## config.mk

```make
export PLATFORM = sky130hd
export DESIGN_NAME = booth_seq_mul
export DESIGN_NICKNAME = d
export VERILOG_FILES = /design/src/rtl/booth_seq_mul_pkg.sv /design/src/rtl/booth_digit_sel.sv /design/src/rtl/booth_seq_mul.sv
export SDC_FILE = /design/constraint.sdc
export NUM_CORES = 1
export LEC_CHECK = 0
export CAP_MARGIN = 20
export CORE_MARGIN = 3
export CORE_UTILIZATION = 70
export CTS_CLUSTER_SIZE = 14
export DETAILED_ROUTE_END_ITERATION = 10
export DONT_BUFFER_PORTS = 1
export PLACE_DENSITY_LB_ADDON = 0.3
export SLEW_MARGIN = 10
export SYNTH_ARGS = -nofsm -noshare
export SYNTH_HDL_FRONTEND = slang
export SYNTH_SLANG_ARGS = --single-unit
```

## constraint.sdc

```tcl
create_clock -name clk -period 10.18 [get_ports clk]
set_input_delay 1.018 -clock clk [delete_from_list [all_inputs] [get_ports clk]]
set_output_delay 1.018 -clock clk [all_outputs]
set_load 0.03 [all_outputs]
```

## src/rtl/booth_seq_mul_pkg.sv

```systemverilog
// booth_seq_mul_pkg: shared FSM states, Booth digit-select codes and recoder
package booth_seq_mul_pkg;
    typedef enum logic [1:0] {S_IDLE = 2'd0, S_RUN = 2'd1, S_DONE = 2'd2} state_t;
    typedef enum logic [2:0] {SEL_ZERO = 3'd0, SEL_P1 = 3'd1, SEL_N1 = 3'd2, SEL_P2 = 3'd3, SEL_N2 = 3'd4} sel_t;
    function automatic sel_t booth_recode(input logic [2:0] w);
        return (w == 3'b011) ? SEL_P2 :
               (w == 3'b100) ? SEL_N2 :
               (w == 3'b001 || w == 3'b010) ? SEL_P1 :
               (w == 3'b101 || w == 3'b110) ? SEL_N1 : SEL_ZERO;
    endfunction
endpackage

```

## src/rtl/booth_digit_sel.sv

```systemverilog
// booth_digit_sel: maps one 3-bit Booth window and the multiplicand to a partial product
// BOOTH_SIGNED_EN defined: multiplicand is sign-extended, otherwise zero-extended.
// Negative digits return the one's complement with o_neg set; the +1 is added by the caller.
module booth_digit_sel
    import booth_seq_mul_pkg::*;
#(
    parameter int WIDTH = 14
) (
    input  logic [2:0]       i_win,
    input  logic [WIDTH-1:0] i_a,
    output logic [WIDTH+1:0] o_pp,
    output logic             o_neg
);
    sel_t             w_sel;
    logic [WIDTH+1:0] w_a1;
    logic [WIDTH+1:0] w_mag;
    // select magnitude (0, A or 2A) then conditionally invert for negative digits
    always_comb begin
        w_sel = booth_recode(i_win);
`ifdef BOOTH_SIGNED_EN
        w_a1  = {{2{i_a[WIDTH-1]}}, i_a};
`else
        w_a1  = {2'b00, i_a};
`endif
        w_mag = (w_sel == SEL_P2 || w_sel == SEL_N2) ? {w_a1[WIDTH:0], 1'b0} :
                (w_sel == SEL_ZERO) ? '0 : w_a1;
        o_neg = (w_sel == SEL_N1 || w_sel == SEL_N2);
        o_pp  = o_neg ? ~w_mag : w_mag;
    end
endmodule

```

## src/rtl/booth_seq_mul.sv

```systemverilog
// booth_seq_mul: iterative radix-4 Booth multiplier, one digit per cycle, valid/ready handshake
// BOOTH_SIGNED_EN defined: a and b are two's complement, otherwise unsigned.
module booth_seq_mul
    import booth_seq_mul_pkg::*;
#(
    parameter int WIDTH = 14
) (
    input  logic               clk,
    input  logic               rst,
    input  logic               in_valid,
    output logic               in_ready,
    input  logic [WIDTH-1:0]   a,
    input  logic [WIDTH-1:0]   b,
    output logic               out_valid,
    input  logic               out_ready,
    output logic [2*WIDTH-1:0] product,
    output logic               busy
);
    localparam int NDIG = WIDTH / 2 + 1;
    localparam int CW   = $clog2(NDIG);
    localparam int AW   = 2 * WIDTH + 2;

    state_t             r_state;
    logic [WIDTH-1:0]   r_a;
    logic [WIDTH+2:0]   r_mreg;
    logic [AW-1:0]      r_acc;
    logic [CW-1:0]      r_cnt;
    logic [2*WIDTH-1:0] r_product;
    logic               r_out_valid;
    logic               r_in_ready;
    logic               r_busy;
    logic [WIDTH+1:0]   w_pp;
    logic               w_neg;
    logic               w_ext;
    logic [AW-1:0]      w_pp_ext;
    logic [AW-1:0]      w_acc_next;

    booth_digit_sel #(.WIDTH(WIDTH)) u_sel (
        .i_win (r_mreg[2:0]),
        .i_a   (r_a),
        .o_pp  (w_pp),
        .o_neg (w_neg)
    );

    // multiplier extension bit and the shifted accumulate (neg carry folded into the same add)
    always_comb begin
`ifdef BOOTH_SIGNED_EN
        w_ext      = b[WIDTH-1];
`else
        w_ext      = 1'b0;
`endif
        w_pp_ext   = {{(AW-WIDTH-2){w_pp[WIDTH+1]}}, w_pp};
        w_acc_next = r_acc + (w_pp_ext << {r_cnt, 1'b0}) + (AW'(w_neg) << {r_cnt, 1'b0});
    end

    // control FSM with registered handshake outputs
    always_ff @(posedge clk or posedge rst) begin
        if (rst) begin
            r_state     <= S_IDLE;
            r_a         <= '0;
            r_mreg      <= '0;
            r_acc       <= '0;
            r_cnt       <= '0;
            r_product   <= '0;
            r_out_valid <= 1'b0;
            r_in_ready  <= 1'b1;
            r_busy      <= 1'b0;
        end else begin
            case (r_state)
                S_IDLE: if (in_valid) begin
                    r_a        <= a;
                    r_mreg     <= {w_ext, w_ext, b, 1'b0};
                    r_acc      <= '0;
                    r_cnt      <= '0;
                    r_state    <= S_RUN;
                    r_in_ready <= 1'b0;
                    r_busy     <= 1'b1;
                end
                S_RUN: begin
                    r_acc  <= w_acc_next;
                    r_mreg <= r_mreg >> 2;
                    r_cnt  <= r_cnt + 1'b1;
                    if (r_cnt == CW'(NDIG - 1)) r_state <= S_DONE;
                end
                S_DONE: if (!r_out_valid) begin
                    r_product   <= r_acc[2*WIDTH-1:0];
                    r_out_valid <= 1'b1;
                end else if (out_ready) begin
                    r_out_valid <= 1'b0;
                    r_state     <= S_IDLE;
                    r_in_ready  <= 1'b1;
                    r_busy      <= 1'b0;
                end
                default: r_state <= S_IDLE;
            endcase
        end
    end

    assign in_ready  = r_in_ready;
    assign out_valid = r_out_valid;
    assign product   = r_product;
    assign busy      = r_busy;
endmodule

```

==> impl_results.md, run 1 <==
* Largest net degree at the start of global routing at between 50 and 60
* DRC at 0
* N_diodes at 0
* Fin crit share at ~52%
* Rel. slew slack at between 30% and 40%
* Crit end category: flop
* # Post-CTS Setup Buffers at 0
* Nets at around 730
* Die H at around 100 µm
* Slew Limit Fails at 0
* Final-report hold violation count at 0
* H-tree Lvls at 3
* Post-CTS Resized at 0
* GRT Total Usage at between 20% and 30%
* Port buffer count at 0
* Top post-synthesis cells by area: dfrtp_1, ha_1, mux2_2
* Crit-path leading delay family: compound AO/OA/AOI/OAI gates
* Post-Syn Instances at between 600 and 700
* Sink Count at 93
* Hold buffers post-CTS at 0
* Most frequent cells in the layout: nand2_1, dfrtp_1, mux2_2
* First-pass GRT wire length at 22.1 mm
* Average wire per standard cell at 17.8 µm
* Class of the most critical setup path: reg -> reg
* Clk_skew at 8.92 ps
* Row cnt at 34
* Final Hold Slack at 489 ps
* Yosys reg bits at 93
* Vias in the first global route at approximately 4700
* CTS Buf Count at 9
* Startpoint types: flop
* Worst Setup Slack, final at around 5000 ps
* Global route total overflow at 0
* Initial Utilization at 72.5%
* Final Cell Area at 6570 µm²
* Sequential share of the synthesized area at 36.5%
* Crit path time final at approximately 5300 ps
* Core Area at between 8000 and 9000 µm²
* RSZ-0062 raised after global routing: false
* Critical-path cell list: nand2_1, o221ai_1, nor2_1, a21oi_1, mux2i_1, or2_2, fa_1, inv_1, ha_1, a2111o_1, a21oi_2, o211ai_2, a21oi_2, nor3_1, o211ai_1, mux2i_1, a221o_1
* Ys flop type: dfrtp_1
* Pre-CTS setup slack at 4940 ps
* Slowest cell on crit path: dfrtp_1
* Arr. time, crit path at 5570 ps
* Synth async-reset ratio at 100%
* DIE AREA at slightly above 10000 µm²
* Syn Nets at 750
* Area leader, netlist: dfrtp_1
* Hold crit path type: reg -> reg
* Ys Warns at 0
* Final WL at roughly 13 mm
* Avg Inst Size Synth at about 9.6 µm²
* Status: finished clean
* Max_cap viols at 0
* Setup_tns at 0 ps
* Die width at about 100 µm
* ANT nets after route at 0
* Post-DR vias/cell at 6.40
* Worst EP required at around 10000 ps
* Initial antenna violation count at 0
* I/O pin total at 63
* Post-synthesis cell area at 6380 µm²
* Root Buffer: clkbuf_8
* Synth top area share at between 30% and 40%
* Worst-path clk slew at roughly 90 ps
* Clk Latency, worst-skew pair at 370 ps
* Achievable frequency at between 150 and 200 MHz
* Share of layout cells above drive strength 1 at around 15%
* Maximum root-to-sink buffer count at 2
* Crit Path Max Fanout at 27
* Filler cells at about 650
* Slew @ Worst Pin at 990 ps
* Vias at a little under 5000
* DP Area at ~6400 µm²
* WP buf/inv at 1
* Final Setup Violations at 0
* Pre-Repair DR Iteration Count at 5
* CTS tree: done
* Yosys cell types at 70
* Area Growth Syn to Fin at 2.94%
* Iteration-0 DRC Markers at between 400 and 500
* Delay of the slowest cell on the worst path at ~1000 ps
* Commonest non-fill, non-tap cell in the layout: nand2_1
* DP HPWL at ~10 mm
* Post-synth EDFFs at 0
* Placer Congestion at 0.920
==> cell type report <==
class / count / area (µm²) / share of cell area, %
multi-input cells: 510 / 3820 / 58.1
flip-flops and latches: 93 / 2330 / 35.4
clock buffers: 11 / 141 / 2.15
well taps: 108 / 135 / 2.06
inverters: 22 / 85.1 / 1.29
clock inverters: 5 / 36.3 / 0.552
repair buffers: 4 / 30.0 / 0.457
==> flip-flops by register name, indices dropped and copies added (netlist names) <==
signal and flops:
r_state 2, product 28, busy 1, r_cnt 3, r_mreg 15, out_valid 1
r_acc 28, in_ready 1, r_a 14
==> routing by layer <==
layer	up-vias	track usage, %	wire length (µm)
met5	-	0	0
met3	29	5.92	836
met2	165	44.1	6430
met4	0	8.49	267
met1	2289	36.2	5840
li1	2339	-	-
==> path summary, 6_finish.rpt <==
check / start / to / slack, ps / depth (start not counted)
max reg2reg: r_mreg[2] / r_acc[27] / 4870 / 17
max in group asynchronous: rst / r_a[7] / 8620 / 2
min reg2reg: r_mreg[3] / r_mreg[1] / 490 / 2
min: r_mreg[3] / r_mreg[1] / 490 / 2
max: r_mreg[2] / r_acc[27] / 4870 / 17
min in group asynchronous: rst / product[9] / 550 / 1
==> logic make-up after synthesis <==
kind of cell | Yosys count | share of synthesized area (%)
and+or+nand+nor | 177 | 12.8
AOI/OAI and AO/OA | 169 | 17.5
muxes | 75 | 12.7
buffers and inverters | 59 | 3.80
xor gates and xnor gates | 33 | 4.64
adders and majority gates | 56 | 12.0
DFF | 93 | 36.5
==> Yosys cell counts, types with 4 or more instances <==
library cell	count
a21oi_2	5
ha_1	47
o31ai_1	4
mux2_2	48
o32ai_1	4
nand2_1	93
o21a_1	4
nor3b_1	5
xor2_1	9
inv_1	21
buf_2	5
o221ai_1	12
nand3_1	8
or2_2	4
a211oi_1	5
fa_1	9
o211ai_1	4
mux2i_1	27
dfrtp_1	92
nor2_1	31
a21o_1	9
o21ai_1	7
o21ai_0	39
a21oi_1	36
nor2b_1	4
xnor2_1	23
clkbuf_1	23
nor3_1	7
o22ai_1	16
buf_1	6
nand2b_1	4
==> worst reg2reg max path: stages, from the launching register on <==
cell	delay, ps
dfrtp_1	990
nand2_1	510
o221ai_1	360
nor2_1	60
a21oi_1	270
mux2i_1	140
or2_2	310
fa_1	510
inv_1	40
ha_1	370
a2111o_1	450
a21oi_2	180
o211ai_2	140
a21oi_2	180
nor3_1	90
o211ai_1	230
mux2i_1	110
a221o_1	270
==> stage by stage <==
step / std cells / util [%]
floorplan: 662 / -
global placement: 737 / 72.6
detailed placement: 737 / 72.6
CTS: 753 / 74.6
global route: 753 / 74.6
finish: 753 / 74.6
Power of run 1 is left out: the tool's default activity adds up to more than one toggle a clock period on the data nets, which glitch-free logic cannot reach.
==> run 2: changes to the inputs <==
- CORE_UTILIZATION: 70 -> 59
- clock period: 10.18 -> 4.4 ns (I/O delays scaled with it)
==> run 2 against run 1 <==
Compared with the run above: count of clock-buffer cells in the layout rose by 1; via count rose by 3.8%; final cell count rose by 9.4%; sequential share of layout area fell by 3.7 points; die area rose by 17%; critical path type unchanged.
==> impl_results.md, run 2 (synthesis results as in run 1) <==
* Hold crit path type: in -> reg (was reg -> reg)
* Rel. slew slack at 22.9% (was 34.0%)
* Hold EP: r_mreg[14] (was r_mreg[1])
* Maximum root-to-sink buffer count at 2 (unchanged)
* Final-report hold violation count at 0 (unchanged)
* CTS Buf Count at 9 (unchanged)
* Class of the most critical setup path: reg -> reg (unchanged)
* Average wire per standard cell at 18.2 µm (was 17.8 µm)
* Worst EP required at 4660 ps (was 10440 ps)
* Status: finished clean (unchanged)
* H-tree Lvls at 3 (unchanged)
* Slew Limit Fails at 0 (unchanged)
* Core Area at 10400 µm² (was 8810 µm²)
* Critical Path Most Common Cell: buf_4
* Min-delay src: b[13] (was r_mreg[3])
* Delay of the slowest cell on the worst path at 600 ps (was 990 ps)
* ANT nets after route at 0 (unchanged)
* Placer Congestion at 0.897 (was 0.920)
* Die width at 110 µm (was 102 µm)
* Pre-CTS setup slack at -135 ps (was 4940 ps)
* Worst Setup Slack, final at 101 ps (was 4870 ps)
* Crit Path Max Fanout at 6 (was 27)
* Nets at 772 (was 728)
* Largest net degree at the start of global routing at 55 (was 56)
* DP HPWL at 10.6 mm (was 9.92 mm)
* Post-DR vias/cell at 6.07 (was 6.40)
* Clk_skew at 7.97 ps (was 8.92 ps)
* Pre-Repair DR Iteration Count at 5 (unchanged)
* Worst-path clk slew at 90 ps (about the same)
* GRT Total Usage at 25.0% (was 27.0%)
* Root Buffer: clkbuf_8 (unchanged)
* Worst r2r dst: r_acc[27] (unchanged)
* Startpoint types: flop (unchanged)
* Initial Utilization at 61.3% (was 72.5%)
* Worst R2R Start: r_mreg[2] (unchanged)
* WHS Path Cells at 2 (unchanged)
* Sink Count at 93 (unchanged)
* Die H at 110 µm (was 102 µm)
* N_diodes at 0 (unchanged)
* DRC at 0 (unchanged)
* I/O pin total at 63 (unchanged)
* Crit path time final at 4300 ps (was 5310 ps)
* Clk Latency, worst-skew pair at 370 ps (about the same)
* Most frequent cells in the layout: nand2_1, dfrtp_1, mux2_2 (unchanged)
* Reg2Reg Depth at 20 (was 17)
* Vias in the first global route at 5044 (was 4684)
* Area Growth Syn to Fin at 15.1% (was 2.94%)
* Port buffer count at 0 (unchanged)
* CTS tree: done (unchanged)
* Post-layout util at 70.6% (was 74.6%)
* Max_cap viols at 0 (unchanged)
* Slew @ Worst Pin at 1150 ps (was 990 ps)
* Fin crit share at 97.7% (was 52.2%)
* Critical-path cell list: buf_6, and3b_2, nand2_1, o221ai_2, mux2_4, mux2i_4, o22ai_4, fa_1, ha_4, buf_4, buf_4, and2_1, o21ai_0, buf_4, o211ai_2, a21oi_2, nor3_2, o211ai_1, mux2i_1, a221o_1 (was nand2_1, o221ai_1, nor2_1, a21oi_1, mux2i_1, or2_2, fa_1, inv_1, ha_1, a2111o_1, a21oi_2, o211ai_2, a21oi_2, nor3_1, o211ai_1, mux2i_1, a221o_1)
* Final WL at 15.0 mm (was 13.4 mm)
* First-pass GRT wire length at 23.9 mm (was 22.1 mm)
* Slowest cell on crit path: fa_1 (was dfrtp_1)
* Vias at 5003 (was 4822)
* Commonest non-fill, non-tap cell in the layout: nand2_1 (unchanged)
* Achievable frequency at 233 MHz (was 188 MHz)
* Setup_tns at 0 ps (unchanged)
* R2R Setup Slk at 100 ps (was 4870 ps)
* Arr. time, crit path at 4560 ps (was 5570 ps)
* Crit end category: flop (unchanged)
* Initial antenna violation count at 0 (unchanged)
* DIE AREA at 12100 µm² (was 10300 µm²)
* Worst setup path startpoint: r_mreg[2] (unchanged)
* Iteration-0 DRC Markers at 317 (was 433)
* Final Setup Violations at 0 (unchanged)
* Share of layout cells above drive strength 1 at 27.5% (was 14.9%)
* Global route total overflow at 0 (unchanged)
* Row cnt at 37 (was 34)
-- run 2: timing repair --
item | CTS | global route
buffers inserted | 3 | 8
gates cloned | 1 | 1
endpoints found under the hold margin | 5 | 0
hold buffers | 1 | 0
resized for setup | 10 | 63
setup endpoints to repair | 6 | 14
pin swaps | 3 | 22
-- run 2: per-stage QoR --
step	cell area, µm²	instances	hold WS (ps)
global route	7350	824	190
detailed placement	6690	796	402
global placement	6690	796	389
CTS	6950	816	181
finish	7350	824	187
floorplan	6380	662	449
-- run 2: how the worst max path moves through the flow --
stage,slack [ps],depth (start not counted),endpoint
2_1_floorplan,120,19,r_acc[24]
3_3_place_gp,-30,17,r_acc[27]
3_5_place_dp,-140,18,r_acc[27]
4_1_cts,2,18,r_acc[26]
5_1_grt,-30,20,r_acc[27]
6_report,100,20,r_acc[27]
-- run 2: metal layers --
| layer | GRT usage (%) | wire length (µm) | up-vias |
|---|---|---|---|
| met5 | 0 | 0 | - |
| met4 | 6.77 | 232 | 0 |
| met3 | 4.19 | 637 | 20 |
| met2 | 41.5 | 7300 | 115 |
| met1 | 34.0 | 6830 | 2447 |
| li1 | - | - | 2421 |
-- run 2: layout make-up --
cell class              instances  area (µm²)
fillers                       833        3070
flip-flops and latches         93        2330
clock inverters                 3        46.3
inverters                      22        85.1
repair buffers                 46         377
clock buffers                  12         145
well taps                     136         170
multi-input cells             512        4190
-- run 2: critical path, delay by kind of cell (launching register included) --
family	cells	cell delay (ps)
compound gates	7	1220
mux	3	620
fa+ha+maj	2	820
flops	1	420
buf+inv	4	520
simple gates	4	590
Power of run 2 is left out for the same reason.
==> run 3: changes to the inputs <==
- CORE_UTILIZATION: 59 -> 60
- CTS_BUF_LIST: unset -> sky130_fd_sc_hd__clkbuf_8
- SLEW_MARGIN: 10 -> 0
==> run 3 against run 2 <==
Compared with the run above: clock skew is 1.9 ps higher; design area is 4.2% lower; setup slack better by 7.4 ps; sequential share of layout area is 1.4 points higher; routed wire length is 4.1% lower; flip-flop and latch count stayed put; maximum frequency is 0.17% higher; non-clock buffer count is 17 lower; largest cell class unchanged; register-to-register slack hardly changed.
==> impl_results.md, run 3 (synthesis results as in run 1) <==
* Status: finished clean (unchanged)
* DRC at 0 (unchanged)
* Startpoint types: flop (unchanged)
* Final Setup Violations at 0 (unchanged)
* Maximum root-to-sink buffer count at 2 (unchanged)
* Share of layout cells above drive strength 1 at 22.8% (was 27.5%)
* Crit Path Max Fanout at 6 (unchanged)
* Sink Count at 93 (unchanged)
* Post-layout util at 68.2% (was 70.6%)
* Max_cap viols at 0 (unchanged)
* Worst-path clk slew at 80 ps (was 90 ps)
* Port buffer count at 0 (unchanged)
* Register area at 2330 µm² (unchanged)
* N_diodes at 0 (unchanged)
* Arr. time, crit path at 4550 ps (was 4560 ps)
* Global route total overflow at 0 (unchanged)
* ANT nets after route at 0 (unchanged)
* Die H at 109 µm (was 110 µm)
* Average wire per standard cell at 17.8 µm (was 18.2 µm)
* Area Growth Syn to Fin at 10.3% (was 15.1%)
* Filler cells at 758 (was 833)
* Vias at 4962 (was 5003)
* Achievable frequency at 233 MHz (about the same)
* CTS tree: done (unchanged)
* GRT Total Usage at 24.3% (was 25.0%)
* Crit path to: r_acc[26] (was r_acc[27])
* DP HPWL at 10.0 mm (was 10.6 mm)
* Die width at 109 µm (was 110 µm)
* CTS Buf Count at 9 (unchanged)
* Class of the most critical setup path: reg -> reg (unchanged)
* Worst setup path startpoint: r_mreg[1] (was r_mreg[2])
* Initial antenna violation count at 0 (unchanged)
* Most frequent cells in the layout: nand2_1, dfrtp_1, mux2_2 (unchanged)
* DIE AREA at 11900 µm² (was 12100 µm²)
* Vias in the first global route at 4638 (was 5044)
* Worst R2R Start: r_mreg[1] (was r_mreg[2])
* Core Area at 10300 µm² (was 10400 µm²)
* Reg2Reg Depth at 18 (was 20)
* First-pass GRT wire length at 22.6 mm (was 23.9 mm)
* Clk_skew at 9.85 ps (was 7.97 ps)
* Largest net degree at the start of global routing at 56 (was 55)
* Final-report hold violation count at 0 (unchanged)
* Fin crit share at 97.5% (was 97.7%)
* Worst EP required at 4660 ps (about the same)
* Iteration-0 DRC Markers at 322 (was 317)
* Row cnt at 37 (unchanged)
* I/O pin total at 63 (unchanged)
* Worst r2r dst: r_acc[26] (was r_acc[27])
* Footprint of the multi-input gates at 4030 µm² (was 4190 µm²)
* H-tree Lvls at 3 (unchanged)
* Crit end category: flop (unchanged)
* Slew Limit Fails at 0 (unchanged)
* Nets at 755 (was 772)
* Commonest non-fill, non-tap cell in the layout: nand2_1 (unchanged)
* Rel. slew slack at 29.6% (was 22.9%)
* Pre-Repair DR Iteration Count at 5 (unchanged)
* Post-DR vias/cell at 6.14 (was 6.07)
* Setup_tns at 0 ps (unchanged)
* Clk Latency, worst-skew pair at 380 ps (was 370 ps)
* Slew @ Worst Pin at 1050 ps (was 1150 ps)
* Crit path time final at 4290 ps (was 4300 ps)
* R2R Setup Slk at 110 ps (was 100 ps)
* Final WL at 14.4 mm (was 15.0 mm)
* Hold crit path type: in -> reg (unchanged)
* Placer Congestion at 1.01 (was 0.897)
* Root Buffer: clkbuf_8 (unchanged)
* Initial Utilization at 61.8% (was 61.3%)
run 3: cell types whose count changed in the layout (fill, tap and decap cells not counted), moves of 3 or more:
cell / before / now
o221ai_1: 3 / 6
xnor2_1: 20 / 23
xnor2_2: 4 / 1
ha_4: 8 / 3
buf_4: 42 / 24
ha_2: 0 / 3
inv_1: 18 / 22
run 3: worst max-delay path, cell delays in order, from the launching register on:
cell and delay, ps:
dfrtp_2 480, nor2_4 180, buf_4 140, nand2_2 90
o221ai_1 290, mux2i_1 190, nor2_1 160, a21oi_2 60
o22ai_1 230, ha_1 290, ha_2 380, o21ai_2 80
a21oi_2 160, o2111a_1 260, o31ai_4 100, a211oi_2 330
o21ai_1 120, and4b_1 190, or4_1 450
run 3: how the worst min path moves through the flow:
stage,from,cells past startpoint,slack [ps],to
after floorplan,r_mreg[12],2,450,r_mreg[10]
after global placement,rst,1,390,product[8]
after detailed placement,rst,1,390,r_acc[9]
after CTS,a[13],2,160,r_a[13]
after global routing,a[13],2,160,r_a[13]
final,a[13],2,170,r_a[13]
run 3: through the flow:
stage / cells / cell area (µm²) / worst slack, ps / hold WS [ps]
detailed placement: 782 / 6560 / -239 / 394
finish: 808 / 7040 / 108 / 172
global placement: 782 / 6560 / -32.7 / 387
global route: 808 / 7040 / -80.4 / 163
floorplan: 662 / 6380 / 120 / 449
CTS: 800 / 6780 / 10.3 / 158
run 3: timing repair:
item                       CTS  global route
hold endpoints to repair    42             0
resized for setup            6            39
buffers inserted             1             5
hold buffers                 1             0
gates cloned                 0             3
pin swaps                    1            15
setup endpoints to repair    8            13
run 3: layout make-up:
| class | instances | area share [%] |
|---|---|---|
| clock buffers | 10 | 1.95 |
| clock inverters | 6 | 0.782 |
| inverters | 22 | 1.21 |
| multi-input cells | 512 | 57.3 |
| flip-flops and latches | 93 | 33.1 |
| well taps | 136 | 2.42 |
| repair buffers | 29 | 3.27 |
run 3: layer usage:
layer  track usage (%)  wire [µm]
met1              32.5       6410
met5                 0          0
met2              39.0       6930
met4              7.48        254
met3              5.74        791
Power of run 3 is left out for the same reason.
